--- src/rtl/ising_axil_loader_if.sv ---
// AXI4-Lite slave channel bundle for the Ising sampler loader.
// Address is 6 bits (16 word registers); data width follows the loader.
interface ising_axil_loader_if #(
  parameter int DATA_W = 32
);
  logic [5:0]          s_axi_awaddr;
  logic                s_axi_awvalid;
  logic                s_axi_awready;
  logic [DATA_W-1:0]   s_axi_wdata;
  logic [DATA_W/8-1:0] s_axi_wstrb;
  logic                s_axi_wvalid;
  logic                s_axi_wready;
  logic [1:0]          s_axi_bresp;
  logic                s_axi_bvalid;
  logic                s_axi_bready;
  logic [5:0]          s_axi_araddr;
  logic                s_axi_arvalid;
  logic                s_axi_arready;
  logic [DATA_W-1:0]   s_axi_rdata;
  logic [1:0]          s_axi_rresp;
  logic                s_axi_rvalid;
  logic                s_axi_rready;

  modport slave (
    input  s_axi_awaddr, s_axi_awvalid, s_axi_wdata, s_axi_wstrb, s_axi_wvalid,
           s_axi_bready, s_axi_araddr, s_axi_arvalid, s_axi_rready,
    output s_axi_awready, s_axi_wready, s_axi_bresp, s_axi_bvalid,
           s_axi_arready, s_axi_rdata, s_axi_rresp, s_axi_rvalid
  );

  modport master (
    output s_axi_awaddr, s_axi_awvalid, s_axi_wdata, s_axi_wstrb, s_axi_wvalid,
           s_axi_bready, s_axi_araddr, s_axi_arvalid, s_axi_rready,
    input  s_axi_awready, s_axi_wready, s_axi_bresp, s_axi_bvalid,
           s_axi_arready, s_axi_rdata, s_axi_rresp, s_axi_rvalid
  );
endinterface

--- src/rtl/ising_axil_loader.sv ---
// AXI4-Lite front-end for the Ising sampler: turns register writes into
// column-sequenced load beats and sequences multi-iteration core runs.
module ising_axil_loader #(
  parameter int N           = 8,
  parameter int DATA_W      = 32,
  parameter int NOISE_BANKS = 2,
  parameter int ITER_W      = 16
) (
  input  logic                 aclk,
  input  logic                 aresetn,
  ising_axil_loader_if.slave   s_axi,
  output logic                 ld_valid,
  output logic [1:0]           ld_bank,
  output logic [9:0]           ld_row,
  output logic [$clog2(N)-1:0] ld_col,
  output logic [DATA_W-1:0]    ld_data,
  output logic                 core_start,
  input  logic                 core_done,
  input  logic [N-1:0]         core_spins
);
  localparam int CW  = $clog2(N + 1);
  localparam int LCW = $clog2(N);
  localparam logic [1:0] S_IDLE  = 2'd0;
  localparam logic [1:0] S_ISSUE = 2'd1;
  localparam logic [1:0] S_WAIT  = 2'd2;

  logic [1:0]        r_state;
  logic              r_awrdy, r_bvalid, r_ardy, r_rvalid;
  logic [1:0]        r_bresp, r_rresp;
  logic [DATA_W-1:0] r_rdata;
  logic [10:0]       r_target;
  logic [ITER_W-1:0] r_iters, r_iter;
  logic [N-1:0]      r_spins;
  logic [CW-1:0]     r_cnt;
  logic              r_ovf, r_err, r_done;
  logic              r_ld_valid;
  logic [1:0]        r_ld_bank;
  logic [9:0]        r_ld_row;
  logic [LCW-1:0]    r_ld_col;
  logic [DATA_W-1:0] r_ld_data;

  logic              w_wr_hs, w_rd_hs, w_busy, w_full;
  logic              w_tgt_w, w_tgt_t, w_tgt_n, w_kind_ok;
  logic [3:0]        w_waddr, w_raddr;
  logic [DATA_W-1:0] w_wdata, w_status, w_rdata;
  logic              w_slverr, w_beat, w_set_err, w_set_ovf, w_rd_ok;
  logic              w_unused;

  assign w_wr_hs = r_awrdy & s_axi.s_axi_awvalid & s_axi.s_axi_wvalid;
  assign w_rd_hs = r_ardy & s_axi.s_axi_arvalid;
  assign w_waddr = s_axi.s_axi_awaddr[5:2];
  assign w_raddr = s_axi.s_axi_araddr[5:2];
  assign w_wdata = s_axi.s_axi_wdata;
  assign w_busy  = (r_state != S_IDLE);
  assign w_full  = (r_cnt == CW'(N));
  // Full-word writes only; byte strobes carry no meaning for these registers.
  assign w_unused = ^{s_axi.s_axi_wstrb, s_axi.s_axi_awaddr[1:0], s_axi.s_axi_araddr[1:0]};

  // TARGET kinds: weight row < N, threshold at 0x400, noise banks just above.
  assign w_tgt_w   = !r_target[10] && (r_target[9:0] < 10'(N));
  assign w_tgt_t   = (r_target == 11'h400);
  assign w_tgt_n   = r_target[10] && (r_target[9:0] != 10'd0) &&
                     (r_target[9:0] <= 10'(NOISE_BANKS));
  assign w_kind_ok = (w_waddr == 4'h0 && w_tgt_w) || (w_waddr == 4'h1 && w_tgt_n) ||
                     (w_waddr == 4'h2 && w_tgt_t);
  assign w_status  = DATA_W'({16'(r_iter), 8'(r_cnt), 3'b000,
                              r_err, r_ovf, w_full, r_done, w_busy});

  always_comb begin
    w_slverr  = 1'b0;
    w_beat    = 1'b0;
    w_set_err = 1'b0;
    w_set_ovf = 1'b0;
    case (w_waddr)
      4'h0, 4'h1, 4'h2: begin
        if (w_busy) w_slverr = 1'b1;
        else if (!w_kind_ok) begin w_slverr = 1'b1; w_set_err = 1'b1; end
        else if (w_full) begin w_slverr = 1'b1; w_set_ovf = 1'b1; end
        else w_beat = 1'b1;
      end
      4'h3: ;
      4'h5: if (w_wdata[0] && (w_busy || r_iters == '0)) w_slverr = 1'b1;
      4'h6: if (w_busy) w_slverr = 1'b1;
      4'hF: if (w_wdata[0] && w_busy) w_slverr = 1'b1;
      default: begin w_slverr = 1'b1; w_set_err = 1'b1; end
    endcase
  end

  // Write-only registers read back as zero; unmapped reads return SLVERR.
  always_comb begin
    w_rdata = '0;
    w_rd_ok = 1'b1;
    case (w_raddr)
      4'h3: w_rdata = DATA_W'(r_target);
      4'h4: w_rdata = w_status;
      4'h6: w_rdata = DATA_W'(r_iters);
      4'h7: w_rdata = DATA_W'(r_spins);
      4'h0, 4'h1, 4'h2, 4'h5, 4'hF: ;
      default: w_rd_ok = 1'b0;
    endcase
  end

  always_ff @(posedge aclk) begin
    if (!aresetn) begin
      r_state <= S_IDLE;
      r_awrdy <= 1'b0; r_bvalid <= 1'b0; r_bresp <= 2'b00;
      r_ardy <= 1'b0; r_rvalid <= 1'b0; r_rresp <= 2'b00; r_rdata <= '0;
      r_target <= '0; r_iters <= ITER_W'(1); r_iter <= '0; r_spins <= '0;
      r_cnt <= '0; r_ovf <= 1'b0; r_err <= 1'b0; r_done <= 1'b0;
      r_ld_valid <= 1'b0; r_ld_bank <= '0; r_ld_row <= '0; r_ld_col <= '0; r_ld_data <= '0;
    end else begin
      r_awrdy    <= !r_awrdy && s_axi.s_axi_awvalid && s_axi.s_axi_wvalid && !r_bvalid;
      r_ardy     <= !r_ardy && s_axi.s_axi_arvalid && !r_rvalid;
      r_ld_valid <= 1'b0;
      if (r_bvalid && s_axi.s_axi_bready) r_bvalid <= 1'b0;
      if (r_rvalid && s_axi.s_axi_rready) r_rvalid <= 1'b0;

      if (w_rd_hs) begin
        r_rvalid <= 1'b1;
        r_rdata  <= w_rdata;
        r_rresp  <= w_rd_ok ? 2'b00 : 2'b10;
      end

      if (w_wr_hs) begin
        r_bvalid <= 1'b1;
        r_bresp  <= w_slverr ? 2'b10 : 2'b00;
        if (w_set_err) r_err <= 1'b1;
        if (w_set_ovf) r_ovf <= 1'b1;
        if (w_beat) begin
          r_ld_valid <= 1'b1;
          r_ld_bank  <= (w_waddr == 4'h0) ? 2'd0 : (w_waddr == 4'h1) ? 2'd2 : 2'd1;
          r_ld_row   <= w_tgt_w ? r_target[9:0] : w_tgt_n ? r_target[9:0] - 10'd1 : 10'd0;
          r_ld_col   <= r_cnt[LCW-1:0];
          r_ld_data  <= w_wdata;
          r_cnt      <= r_cnt + 1'b1;
        end
        if (!w_slverr) begin
          case (w_waddr)
            4'h3: begin r_target <= w_wdata[10:0]; r_cnt <= '0; end
            4'h6: r_iters <= w_wdata[ITER_W-1:0];
            4'hF: if (w_wdata[0]) begin
              r_cnt <= '0; r_ovf <= 1'b0; r_err <= 1'b0; r_done <= 1'b0;
            end
            default: ;
          endcase
        end
      end

      case (r_state)
        S_IDLE: if (w_wr_hs && w_waddr == 4'h5 && w_wdata[0] && !w_slverr) begin
          r_state <= S_ISSUE;
          r_iter  <= '0;
          r_done  <= 1'b0;
        end
        S_ISSUE: r_state <= S_WAIT;
        S_WAIT: if (core_done) begin
          r_spins <= core_spins;
          r_iter  <= r_iter + 1'b1;
          if ((r_iter + 1'b1) < r_iters) r_state <= S_ISSUE;
          else begin
            r_state <= S_IDLE;
            r_done  <= 1'b1;
          end
        end
        default: r_state <= S_IDLE;
      endcase
    end
  end

  assign s_axi.s_axi_awready = r_awrdy;
  assign s_axi.s_axi_wready  = r_awrdy;
  assign s_axi.s_axi_bvalid  = r_bvalid;
  assign s_axi.s_axi_bresp   = r_bresp;
  assign s_axi.s_axi_arready = r_ardy;
  assign s_axi.s_axi_rvalid  = r_rvalid;
  assign s_axi.s_axi_rdata   = r_rdata;
  assign s_axi.s_axi_rresp   = r_rresp;
  assign ld_valid   = r_ld_valid;
  assign ld_bank    = r_ld_bank;
  assign ld_row     = r_ld_row;
  assign ld_col     = r_ld_col;
  assign ld_data    = r_ld_data;
  assign core_start = (r_state == S_ISSUE);
endmodule

--- src/flat_wrapper.sv ---
// flat-port wrapper written by rule: the top's interface ports become plain ports
module ising_axil_loader_flat 
#(
  parameter int N           = 8,
  parameter int DATA_W      = 32,
  parameter int NOISE_BANKS = 2,
  parameter int ITER_W      = 16
)
  (aclk, aresetn, ld_valid, ld_bank, ld_row, ld_col, ld_data, core_start, core_done, core_spins, s_axi_s_axi_awaddr, s_axi_s_axi_awvalid, s_axi_s_axi_wdata, s_axi_s_axi_wstrb, s_axi_s_axi_wvalid, s_axi_s_axi_bready, s_axi_s_axi_araddr, s_axi_s_axi_arvalid, s_axi_s_axi_rready, s_axi_s_axi_awready, s_axi_s_axi_wready, s_axi_s_axi_bresp, s_axi_s_axi_bvalid, s_axi_s_axi_arready, s_axi_s_axi_rdata, s_axi_s_axi_rresp, s_axi_s_axi_rvalid);
  ising_axil_loader_if #(.DATA_W(DATA_W)) s_axi_i ();
  input  logic aclk;
  input  logic aresetn;
  output logic ld_valid;
  output logic [1:0] ld_bank;
  output logic [9:0] ld_row;
  output logic [$clog2(N)-1:0] ld_col;
  output logic [DATA_W-1:0] ld_data;
  output logic core_start;
  input  logic core_done;
  input  logic [N-1:0] core_spins;
  input wire logic [$bits(s_axi_i.s_axi_awaddr)-1:0] s_axi_s_axi_awaddr;
  input wire logic [$bits(s_axi_i.s_axi_awvalid)-1:0] s_axi_s_axi_awvalid;
  input wire logic [$bits(s_axi_i.s_axi_wdata)-1:0] s_axi_s_axi_wdata;
  input wire logic [$bits(s_axi_i.s_axi_wstrb)-1:0] s_axi_s_axi_wstrb;
  input wire logic [$bits(s_axi_i.s_axi_wvalid)-1:0] s_axi_s_axi_wvalid;
  input wire logic [$bits(s_axi_i.s_axi_bready)-1:0] s_axi_s_axi_bready;
  input wire logic [$bits(s_axi_i.s_axi_araddr)-1:0] s_axi_s_axi_araddr;
  input wire logic [$bits(s_axi_i.s_axi_arvalid)-1:0] s_axi_s_axi_arvalid;
  input wire logic [$bits(s_axi_i.s_axi_rready)-1:0] s_axi_s_axi_rready;
  output wire logic [$bits(s_axi_i.s_axi_awready)-1:0] s_axi_s_axi_awready;
  output wire logic [$bits(s_axi_i.s_axi_wready)-1:0] s_axi_s_axi_wready;
  output wire logic [$bits(s_axi_i.s_axi_bresp)-1:0] s_axi_s_axi_bresp;
  output wire logic [$bits(s_axi_i.s_axi_bvalid)-1:0] s_axi_s_axi_bvalid;
  output wire logic [$bits(s_axi_i.s_axi_arready)-1:0] s_axi_s_axi_arready;
  output wire logic [$bits(s_axi_i.s_axi_rdata)-1:0] s_axi_s_axi_rdata;
  output wire logic [$bits(s_axi_i.s_axi_rresp)-1:0] s_axi_s_axi_rresp;
  output wire logic [$bits(s_axi_i.s_axi_rvalid)-1:0] s_axi_s_axi_rvalid;
  assign s_axi_i.s_axi_awaddr = s_axi_s_axi_awaddr;
  assign s_axi_i.s_axi_awvalid = s_axi_s_axi_awvalid;
  assign s_axi_i.s_axi_wdata = s_axi_s_axi_wdata;
  assign s_axi_i.s_axi_wstrb = s_axi_s_axi_wstrb;
  assign s_axi_i.s_axi_wvalid = s_axi_s_axi_wvalid;
  assign s_axi_i.s_axi_bready = s_axi_s_axi_bready;
  assign s_axi_i.s_axi_araddr = s_axi_s_axi_araddr;
  assign s_axi_i.s_axi_arvalid = s_axi_s_axi_arvalid;
  assign s_axi_i.s_axi_rready = s_axi_s_axi_rready;
  assign s_axi_s_axi_awready = s_axi_i.s_axi_awready;
  assign s_axi_s_axi_wready = s_axi_i.s_axi_wready;
  assign s_axi_s_axi_bresp = s_axi_i.s_axi_bresp;
  assign s_axi_s_axi_bvalid = s_axi_i.s_axi_bvalid;
  assign s_axi_s_axi_arready = s_axi_i.s_axi_arready;
  assign s_axi_s_axi_rdata = s_axi_i.s_axi_rdata;
  assign s_axi_s_axi_rresp = s_axi_i.s_axi_rresp;
  assign s_axi_s_axi_rvalid = s_axi_i.s_axi_rvalid;
  ising_axil_loader #(.N(N), .DATA_W(DATA_W), .NOISE_BANKS(NOISE_BANKS), .ITER_W(ITER_W)) u_core (.aclk(aclk), .aresetn(aresetn), .s_axi(s_axi_i), .ld_valid(ld_valid), .ld_bank(ld_bank), .ld_row(ld_row), .ld_col(ld_col), .ld_data(ld_data), .core_start(core_start), .core_done(core_done), .core_spins(core_spins));
endmodule
--- config.mk ---
export PLATFORM = sky130hd
export DESIGN_NAME = ising_axil_loader_flat
export DESIGN_NICKNAME = d
export VERILOG_FILES = /design/src/rtl/ising_axil_loader_if.sv /design/src/rtl/ising_axil_loader.sv /design/src/flat_wrapper.sv
export SDC_FILE = /design/constraint.sdc
export NUM_CORES = 1
export LEC_CHECK = 0
export ABC_AREA = 1
export CAP_MARGIN = 20
export CORE_MARGIN = 8
export CORE_UTILIZATION = 25
export CTS_CLUSTER_DIAMETER = 30
export DETAILED_ROUTE_END_ITERATION = 10
export DONT_BUFFER_PORTS = 1
export PLACE_DENSITY = 0.4
export SYNTH_ARGS = -nofsm -noshare
export SYNTH_HDL_FRONTEND = slang
export SYNTH_SLANG_ARGS = --single-unit
--- constraint.sdc ---
create_clock -name aclk -period 2.7 [get_ports aclk]
set_clock_uncertainty 0.05 [all_clocks]
set_input_delay 0.27 -clock aclk [delete_from_list [all_inputs] [get_ports aclk]]
set_output_delay 0.27 -clock aclk [all_outputs]
set_load 0.01 [all_outputs]
Word-level counts from Yosys, hierarchy flattened:

Index checks and enable logic that the tools add are counted.

* $add $sub $neg: 3
* $lt $le $gt $ge: 3
* equality and inequality tests: 20
* multiplexer cells: 57
* bitwise operators: 4
* reductions and logical operators: 46

Operator list (number)
* one-hot mux 32 bit (4 select lines): 1
* two-way mux 1 bit: 37
* two-way mux 16 bit: 2
* one-hot mux 16 bit (2 select lines): 1
* == test 4 x 3 -> 1 bit (second input constant): 6
* two-way mux 10 bit: 2
* logical AND 1 bit: 18
* adder 16 x 1 -> 16 bit (second input constant): 1
* == test 4 x 2 -> 1 bit (second input constant): 4
* logical NOT 16 bit: 1
* < comparator 16 bit: 1
* == test 4 bit (second input constant): 3
* two-way mux 2 bit: 6
* two-way mux 4 bit: 3
* == test 11 bit (second input constant): 1
* less-or-equal comparator 10 x 2 -> 1 bit (second input constant): 1
* < comparator 10 x 4 -> 1 bit (second input constant): 1
* nonzero test 10 bit: 1
* subtractor 10 x 1 -> 10 bit (second input constant): 1
* AND reduction 3 bit: 3
* OR reduction 9 bit: 1
* == test 4 x 1 -> 1 bit (second input constant): 2
* logical NOT 4 bit: 2
* one-hot mux 4 bit (2 select lines): 1
* 17 further kinds: 33

* register bits: 148
* input bits: 64
* output and inout port bits: 90
* word-level logic and storage cells: 154

Depth between registers and ports, before layout:

Gate-level depths: netlist of the first run.

* depth in word-level cells: 14
* mapped depth: 18
* gate-level depth less buffers: 18

Worst setup path before layout of the first run:

OpenSTA, ideal clock, no wires.

* path type: register to register
* start: reg u_core.r_iter[0]
* end: reg u_core.r_state[0]
* library setup time: 0.119 ns
* arrival: 2.102 ns
* data required time: 2.531 ns
* slack: 0.429 ns
* cell stages (with the launch flop): 17
* buffers on the path: 0
* period minus slack after synthesis: 2.271 ns
* cells stage by stage: dfxtp_1 ha_1 nand4_1 nor2_1 nand3_1 nor2_1 nand3_1 nand2_1 inv_1 ha_1 nand3_1 nor3_1 nand2_1 nand2_1 nand2_1 nand2_1 a21oi_1

* cells in the longest elaborated chain, start to end: 5

RTL lines
* from (decl): line ising_axil_loader.sv:32 `logic [ITER_W-1:0] r_iters, r_iter;`
* from (signal assigned): line ising_axil_loader.sv:158 `r_iter <= r_iter + 1'b1;`
* adder 16 x 1 -> 16 bit: line ising_axil_loader.sv:159 `if ((r_iter + 1'b1) < r_iters) r_state <= S_ISSUE;`
* < comparator 16 bit: line ising_axil_loader.sv:159
* two-way mux 1 bit: line ising_axil_loader.sv:159
* two-way mux 2 bit: line ising_axil_loader.sv:156 `S_WAIT: if (core_done) begin`
* one-hot mux 2 bit (3 select lines): line ising_axil_loader.sv:149 `case (r_state)`
* to (signal assigned): line ising_axil_loader.sv:151 `r_state <= S_ISSUE;`
* to (signal assigned): line ising_axil_loader.sv:159
* to (signal assigned): line ising_axil_loader.sv:161 `r_state <= S_IDLE;`
* to (decl): line ising_axil_loader.sv:27 `logic [1:0] r_state;`

No other way between the ends. The select of a mux whose other input is x is not followed.
A chain may end at the register's enable or synchronous reset.

Final worst setup path of the first run:

* start: reg u_core.r_iter[4]
* end: reg u_core.r_state[0]

Same word-level chain as after synthesis.

==> results of run 1 <==
==> worst paths after layout <==
path	start	slack [ns]	to
hold / removal	aresetn	0.04	u_core.r_cnt[0]$_SDFFE_PN0P_
hold reg to reg	u_core.r_done$_SDFF_PN0_	0.42	u_core.r_done$_SDFF_PN0_
setup / recovery	u_core.r_iter[4]$_SDFFE_PN0P_	0.21	u_core.r_state[0]$_SDFFE_PN0P_
setup reg to reg	u_core.r_iter[4]$_SDFFE_PN0P_	0.21	u_core.r_state[0]$_SDFFE_PN0P_
==> layer usage <==
layer | track usage (%) | vias to the layer above
met2 | 21.3 | 163
li1 | - | 3258
met1 | 18.1 | 2828
met3 | 4.11 | 24
met5 | 0 | -
met4 | 4.53 | 0
==> worst reg2reg max path: cells and delay by family (launching register included) <==
kind                       cells  cell delay (ns)
AOI/OAI and AO/OA              1             0.03
xor gates and xnor gates       1             0.19
adders and majority gates      1             0.29
and+or+nand+nor               10             1.19
DFF                            1             0.41
buffers and inverters          3             0.21
==> power breakdown <==
part           switching, mW  internal, mW  leakage [nW]
combinational          0.126        0.0851          1.98
sequential            0.0231          2.17          1.18
clock                   1.04          1.62         0.318
==> registers in the layout (all words and copies together) (netlist names), 2 cells and up <==
signal	cells
u_core.r_target	11
u_core.ld_data	32
u_core.r_iter	16
u_core.r_cnt	4
u_core.r_spins	8
u_core.ld_row	10
u_core.r_state	2
u_core.ld_bank	2
u_core.ld_col	3
u_core.r_iters	16
u_core.s_axi.s_axi_rdata	32
==> metrics by stage <==
stage | cells | instance area (µm²)
after floorplan | 985 | 6880
after global placement | 1302 | 7300
after detailed placement | 1302 | 7300
after CTS | 1385 | 8480
after global routing | 1385 | 8520
final | 1385 | 8520
==> cells by family after synthesis <==
logic type	Yosys count	synth area share (%)
simple gates	492	30.1
compound gates	177	13.9
flops	146	42.5
buf+inv	133	7.91
fa+ha+maj	20	3.64
xor+xnor	15	1.91
other cells	1	0.0545
==> cell usage after synthesis, drive strengths merged <==
master / instances
nand2: 301
dfxtp: 146
nor2: 124
a21oi: 109
inv: 84
o21ai: 45
nand3: 38
clkbuf: 26
buf: 21
ha: 20
xor2: 14
nand4: 11
nor3: 9
o22ai: 6
o2111ai: 4
nand3b: 3
o211ai: 3
o221ai: 3
a31oi: 2
and2: 2
clkinv: 2
nor4: 2
o21a: 2
or2: 2
a21boi: 1
a32oi: 1
conb: 1
o31ai: 1
xnor2: 1
==> area by class of cell <==
| class | count | area [µm²] | share of cell area (%) |
|---|---|---|---|
| clock inverters | 13 | 199 | 2.34 |
| flip-flops and latches | 146 | 2920 | 34.3 |
| inverters | 86 | 325 | 3.82 |
| well taps | 341 | 427 | 5.01 |
| repair buffers | 74 | 738 | 8.67 |
| multi-input cells | 706 | 3450 | 40.5 |
| clock buffers | 19 | 453 | 5.32 |
==> repair_timing <==
| item | CTS | global route |
|---|---|---|
| hold buffers | 51 | 0 |
| endpoints found under the setup margin | 0 | 3 |
| gates resized for setup | 0 | 9 |
| hold endpoints to repair | 120 | 0 |
==> results.yml, run 1 <==
routing:
  routed_wl_um: 22800
  routed.top_layer: "met4"
  via_per_inst: 4.53
  routed-wl-met2_um: 9980
  avgRoutedWirePerCell_um: 16.5
  met1_length_um: 10900
  wl_met3_um: 1620
  num_vias: 6273
  drt_iter0_drc: 322
  drc_errors: 0
  postRouteAntennaNets: 0
  firstDrtPassIters: 5
sta:
  drv_slew: 0
  fmax_ghz: 0.402
  hold-worst-slack_ns: 0.0353
  max_slew_margin_pct: 64.2
  tightest_slew_ns: 0.536
  hold_viol: 0
  fin_crit_ns: 2.49
  finalCritPeriodShare_pct: 92.1
  worst_slack_ns: 0.214
  tns_ns: 0
  setup_viol: 0
clock_network:
  cts_root_buffer: "clkbuf_16"
  clock-sinks: 146
  path_clk_slew_ns: 0.06
  cts_max_level: 4
  clk_latency_ns: 0.43
  cts_tree: "yes"
  numCtsBuffers: 17
  post_cts_buffers: 0
  ctsLongestPathBuffers: 2
synthesis:
  ys_top_cells_by_area: "dfxtp_1 (42%), nand2_1 (16%), a21oi_1 (7.9%), nor2_1 (5.5%), inv_1 (4.3%)"
  synth-seq-area-share_pct: 42.5
  yosys.area.top_type: "dfxtp_1"
  ys_ff_latch: 146
  ys_warn_count: 0
  netlist_area_mm2: 0.00688
  syn_area_per_cell_um2: 6.99
  syn_inst: 984
  ys_types: 45
  synth_top_area_share_pct: 42.5
floorplanning:
  dieArea_mm2: 0.0331
  pin_count: 154
  fp.coreArea_mm2: 0.0270
  start_util_pct: 25.5
  die_x_um: 182
  rows: 60
  die_y_um: 182
grt:
  first_global_vias: 6126
  antenna_found_initial: 0
  grt_max_degree: 76
  grt_util_all_layers_pct: 13.8
  grt.overflow.total: 0
  grt_pass1_wl_um: 36100
critical_path:
  worstPathMaxFanout: 5
  cp_num_cells: 16
  crit_top_cell: "nand2_1"
  path_cells: "inv_1 -> nor4_2 -> nand2_1 -> nor2_1 -> xor2_1 -> inv_1 -> ha_1 -> nand2_1 -> inv_1 -> nand3_1 -> nor3_1 -> nand2_1 -> nand2_1 -> nand2_1 -> nand2_1 -> a21oi_1"
  r2r_cells: 16
  cpPeakStageDelay_ns: 0.41
  crit_type: "reg -> reg"
  cp-end-kind: "register"
  worstPathArrival_ns: 2.75
  worstPathRequired_ns: 2.96
  crit_slowest_cell: "dfxtp_1"
  critical_path.top_delay_family: "simple AND/OR/NAND/NOR gates"
  crit_buf_inv: 3
  startpoint_type: "register"
cells_and_area:
  drive_above_1_share_pct: 10.1
  nNetsFinal: 1115
  fillers: 2949
  n_antenna_cell: 0
  final_common_cell: "nand2_1"
  layout_common_cells: "nand2_1 (296), dfxtp_1 (145), a21oi_1 (108)"
  area_growth_pct: 23.8
  final_util_pct: 31.5
place:
  gp_congestion: 0.802
  place_hpwl_um: 16300
  pre_cts_ws_ns: 0.100
  io_buffers: 0
pwr:
  p_per_area_mw_per_mm2: 595
  p_leak_nw: 3.48
  ir_drop_uv: 351
  power_mw: 5.07
flow_run:
  cap_viol_max_count: 0
worst_hold_path:
  min_path_type: "in -> reg"
  min_path_cells: 2
status:
  status: "completed"
(Power assumes the default switching activity.)
==> run 2, diff against run 1 <==
- ABC_AREA: 1 -> 0
==> results.yml, run 2 <==
grt:
  grt_pass1_wl_um: 38000
  grt_util_all_layers_pct: 14.5
  grt_max_degree: 135
  grt.overflow.total: 0
  antenna_found_initial: 1
  first_global_vias: 6307
pwr:
  ir_drop_uv: 282
  p_per_area_mw_per_mm2: 540
  power_mw: 4.80
  p_leak_nw: 3.08
critical_path:
  worstPathMaxFanout: 6
  r2r_cells: 12
  crit_buf_inv: 0
  cpPeakStageDelay_ns: 0.34
  reg2reg_slack_ns: 0.14
  worstPathArrival_ns: 2.86
  timing.rr.start: "u_core.r_iter[2]$_SDFFE_PN0P_"
  crit_slowest_cell: "or3_1"
  crit_type: "reg -> reg"
  crit_start: "u_core.r_iter[2]$_SDFFE_PN0P_"
  cp_num_cells: 12
  r2r_end: "u_core.r_state[0]$_SDFFE_PN0P_"
  crit_end: "u_core.r_state[0]$_SDFFE_PN0P_"
  path_cells: "and3_4 -> and3_4 -> nand2_1 -> nor2_2 -> xor2_1 -> ha_1 -> a21o_1 -> a21o_1 -> a21oi_2 -> o21ai_2 -> or3_1 -> a21oi_1"
  worstPathRequired_ns: 3.01
  startpoint_type: "register"
  critical_path.top_delay_family: "simple AND/OR/NAND/NOR gates"
  cp-end-kind: "register"
sta:
  hold-worst-slack_ns: 0.0272
  tightest_slew_ns: 1.08
  hold_viol: 0
  fmax_ghz: 0.391
  max_slew_margin_pct: 28.0
  drv_slew: 0
  rsz0062_at_grt: "no"
  tns_ns: 0
  fin_crit_ns: 2.56
  finalCritPeriodShare_pct: 94.6
  setup_viol: 0
routing:
  routed_wl_um: 24900
  avgRoutedWirePerCell_um: 19.2
  drt_iter0_drc: 350
  drc_errors: 0
  num_vias: 6285
  via_per_inst: 4.83
  postRouteAntennaNets: 0
  firstDrtPassIters: 5
clock_network:
  cts_root_buffer: "clkbuf_16"
  cts_max_level: 4
  path_clk_slew_ns: 0.06
  numCtsBuffers: 17
  cts_tree: "yes"
  clk_latency_ns: 0.42
  clock-sinks: 146
  ctsLongestPathBuffers: 2
place:
  gp_congestion: 0.772
  place_area_mm2: 0.00771
  io_buffers: 0
  place_hpwl_um: 17500
  dp_cells: 1221
synthesis:
  ys_types: 66
  syn_inst: 853
  yosys.area.top_type: "dfxtp_1"
  synth_top_area_share_pct: 41.2
  yosysMostFrequentCell: "nand2_1"
  synthFlopType: "dfxtp_1"
  netlist_area_mm2: 0.00710
  synth_top_cells_by_count: "nand2_1 (168), dfxtp_1 (146), a21boi_0 (87)"
  ys_top_cells_by_area: "dfxtp_1 (41%), a21boi_0 (9.2%), nand2_1 (8.9%), nand3_1 (4.4%), ha_1 (3.5%)"
  ys_ff_latch: 146
  syn_area_per_cell_um2: 8.32
  ys_warn_count: 0
  synth-seq-area-share_pct: 41.2
  ys_async_sr_fraction_pct: 0
  synth_edf_count: 0
cells_and_area:
  final_common_cell: "nand2_1"
  area_growth_pct: 25.4
  final_cells: 1301
  n_antenna_cell: 0
  nNetsFinal: 994
  layout_common_cells: "nand2_1 (168), dfxtp_1 (141), a21boi_0 (87)"
  design_area_mm2: 0.00890
  fillers: 2916
  drive_above_1_share_pct: 13.1
floorplanning:
  fp.coreArea_mm2: 0.0279
  pin_count: 154
  start_util_pct: 25.5
  die_y_um: 185
  die_x_um: 185
  rows: 61
  dieArea_mm2: 0.0340
worst_hold_path:
  hp-start: "core_done"
  min_path_type: "in -> reg"
status:
  status: "completed"
flow_run:
  cap_viol_max_count: 0
==> run 2: worst reg2reg max path: stages (launching register included) <==
cell	delay, ns
dfxtp_2	0.32
and3_4	0.23
and3_4	0.20
nand2_1	0.08
nor2_2	0.12
xor2_1	0.18
ha_1	0.27
a21o_1	0.16
a21o_1	0.18
a21oi_2	0.17
o21ai_2	0.08
or3_1	0.34
a21oi_1	0.12
==> run 2: layout make-up <==
type / count / area [µm²] / share of cell area, %
Multi-Input combinational cell: 625 / 3920 / 44.0
Tap cell: 378 / 473 / 5.31
Sequential cell: 146 / 2930 / 32.9
Inverter: 23 / 86.3 / 0.970
Timing Repair Buffer: 97 / 901 / 10.1
Clock inverter: 10 / 125 / 1.41
Clock buffer: 22 / 474 / 5.33
==> run 2: cells by family after synthesis <==
family | synth area share, %
adders and majority gates | 3.52
other | 0.0528
muxes | 0.141
buffers and inverters | 5.15
xor gates and xnor gates | 1.60
and+or+nand+nor | 24.0
DFF | 41.2
AOI/OAI and AO/OA | 24.4
==> run 2: worst min path at each step <==
| stage | to | slack (ns) | depth (start not counted) |
|---|---|---|---|
| final | u_core.r_state[1]$_SDFFE_PN0P_ | 0.03 | 2 |
| after global routing | u_core.r_state[1]$_SDFFE_PN0P_ | 0.01 | 2 |
| after CTS | u_core.r_state[1]$_SDFFE_PN0P_ | 0.005 | 2 |
| after detailed placement | u_core.r_iters[0]$_SDFFE_PN1P_ | 0.33 | 1 |
| after global placement | u_core.r_iters[0]$_SDFFE_PN1P_ | 0.33 | 1 |
| after floorplan | u_core.ld_data[10]$_SDFFE_PN0P_ | 0.36 | 2 |
==> run 2: through the flow <==
stage               util [%]  setup slack, ns
finish                  32.0            0.145
global route            32.0           0.0103
CTS                     31.7          0.00152
detailed placement      27.7          -0.0555
global placement        27.7          -0.0174
floorplan                  -           0.0414
==> run 2: what timing repair did <==
action                                  in CTS  in global routing
pin swaps                                    0                 13
hold buffers                                47                  0
hold endpoints to repair                   134                  0
setup buffers                                0                  1
endpoints found under the setup margin       1                  2
cloned                                       0                  0
gates resized for setup                      7                 19
==> run 2: report_power, final <==
part	leakage, nW	internal (mW)	switching [mW]	total, mW
Combinational	1.61	0.0984	0.117	0.215
Clock	0.291	1.45	0.979	2.43
Sequential	1.18	2.16	0.00667	2.16
==> run 2: layer usage <==
metal  global-route usage [%]  wire length [µm]  share of wire [%]  up-vias
met4                     4.87               458                1.8        2
met5                        0                13              0.052        -
met1                     19.1             11900                 48     2991
met2                     22.7             11200                 45      134
li1                         -                 -                  -     3131
met3                     3.74              1310                5.3       27
==> run 3, diff against run 2 <==
- HOLD_SLACK_MARGIN: default -> 0.03
==> results.yml, run 3 (synthesis gave the netlist of run 2 again) <==
floorplanning:
  die_x_um: 185
  dieArea_mm2: 0.0340
  pin_count: 154
  fp.coreArea_mm2: 0.0279
  rows: 61
  die_y_um: 185
  start_util_pct: 25.5
critical_path:
  startpoint_type: "register"
  crit_type: "reg -> reg"
  worstPathRequired_ns: 3.01
  worstPathMaxFanout: 6
  cp-end-kind: "register"
  worstPathArrival_ns: 2.86
sta:
  worst_slack_ns: 0.152
  setup_viol: 0
  tns_ns: 0
  drv_slew: 0
  finalCritPeriodShare_pct: 94.4
  hold_viol: 0
  rsz0062_at_grt: "no"
  fin_crit_ns: 2.55
  max_slew_margin_pct: 26.5
  fmax_ghz: 0.392
  tightest_slew_ns: 1.10
clock_network:
  clk_latency_ns: 0.42
  path_clk_slew_ns: 0.06
  cts_root_buffer: "clkbuf_16"
  numCtsBuffers: 17
  ctsLongestPathBuffers: 2
  cts_max_level: 4
  clock-sinks: 146
  cts_tree: "yes"
grt:
  grt.overflow.total: 0
  grt_pass1_wl_um: 38100
  grt_max_degree: 135
  first_global_vias: 6328
  grt_util_all_layers_pct: 14.5
  antenna_found_initial: 1
pwr:
  p_seq_share_pct: 45.0
  p_per_area_mw_per_mm2: 540
  p_sw_mw: 1.11
  power_switching_share_pct: 23.0
  p_clk_share_pct: 50.5
  p_leak_nw: 3.08
  ir_drop_uv: 283
  power_frac_comb_pct: 4.5
  internal_power_mw: 3.70
place:
  gp_congestion: 0.772
  pre_cts_ws_ns: -0.0555
  io_buffers: 0
  place_hpwl_um: 17500
  place_area_mm2: 0.00771
  dp_cells: 1221
cells_and_area:
  final_util_pct: 32.0
  n_antenna_cell: 0
  final_common_cell: "nand2_1"
  final_cells: 1302
  layout_common_cells: "nand2_1 (168), dfxtp_1 (141), a21boi_0 (87)"
  area_growth_pct: 25.6
  design_area_mm2: 0.00891
  drive_above_1_share_pct: 13.1
  nNetsFinal: 995
flow_run:
  cap_viol_max_count: 0
routing:
  postRouteAntennaNets: 0
  routed_wl_um: 25000
  drc_errors: 0
  num_vias: 6280
  drt_iter0_drc: 318
  avgRoutedWirePerCell_um: 19.2
  firstDrtPassIters: 5
  via_per_inst: 4.82
worst_hold_path:
  min_path_type: "in -> reg"
status:
  status: "completed"
[run 3: cell types whose count changed in the layout (fill, tap and decap cells not counted), sizes merged]
cell	before	now
dlygate4sd3	46	47
[run 3: final timing paths]
check                           slack, ns  depth (start not counted)                              to                      startpoint
worst min register to register       0.41                          2  u_core.r_spins[3]$_SDFFE_PN0P_  u_core.r_spins[3]$_SDFFE_PN0P_
worst max register to register       0.15                         12  u_core.r_state[0]$_SDFFE_PN0P_   u_core.r_iter[2]$_SDFFE_PN0P_
worst min-delay path                 0.06                          3   u_core.r_iter[9]$_SDFFE_PN0P_                       core_done
worst max-delay path                 0.15                         12  u_core.r_state[0]$_SDFFE_PN0P_   u_core.r_iter[2]$_SDFFE_PN0P_
[run 3: metrics by stage]
stage          hold slack (ns)  power, mW
5_1_grt                 0.0606       5.00
6_report                0.0616       4.81
4_1_cts                 0.0347       4.91
3_5_place_dp             0.334       2.33
2_1_floorplan            0.359       2.32
3_3_place_gp             0.332       2.33
[run 3: critical path, stage by stage, from the launching register on]
cell,delay [ns]
dfxtp_2,0.32
and3_4,0.23
and3_4,0.20
nand2_1,0.07
nor2_2,0.12
xor2_1,0.18
ha_1,0.27
a21o_1,0.16
a21o_1,0.18
a21oi_2,0.17
o21ai_2,0.08
or3_1,0.34
a21oi_1,0.12
[run 3: layer usage]
layer	share of wire, %	GRT usage [%]
met2	45	22.7
met3	5.7	3.74
met1	47	19.2
met4	1.7	4.87
met5	0.052	0
[run 3: power groups by stage]
stage	sequential (mW)	clock (mW)	combinational, mW
detailed placement	2.21	0	0.114
CTS	2.16	2.53	0.221
finish	2.16	2.43	0.217
global route	2.16	2.60	0.233
floorplan	2.21	0	0.113
global placement	2.21	0	0.114
[run 3: cell type report]
| cell class | instances | area [µm²] |
|---|---|---|
| clock inverters | 10 | 125 |
| repair buffers | 98 | 911 |
| flip-flops and latches | 146 | 2930 |
| well taps | 378 | 473 |
| multi-input cells | 625 | 3920 |
| fillers | 2917 | 18900 |
| inverters | 23 | 86.3 |
| clock buffers | 22 | 474 |
[run 3: what timing repair did]
action,4_1_cts,5_1_grt
pin swaps,0,13
endpoints found under the hold margin,134,0
resized for setup,7,19
hold buffers,48,0
endpoints found under the setup margin,1,2
buffers inserted,0,1
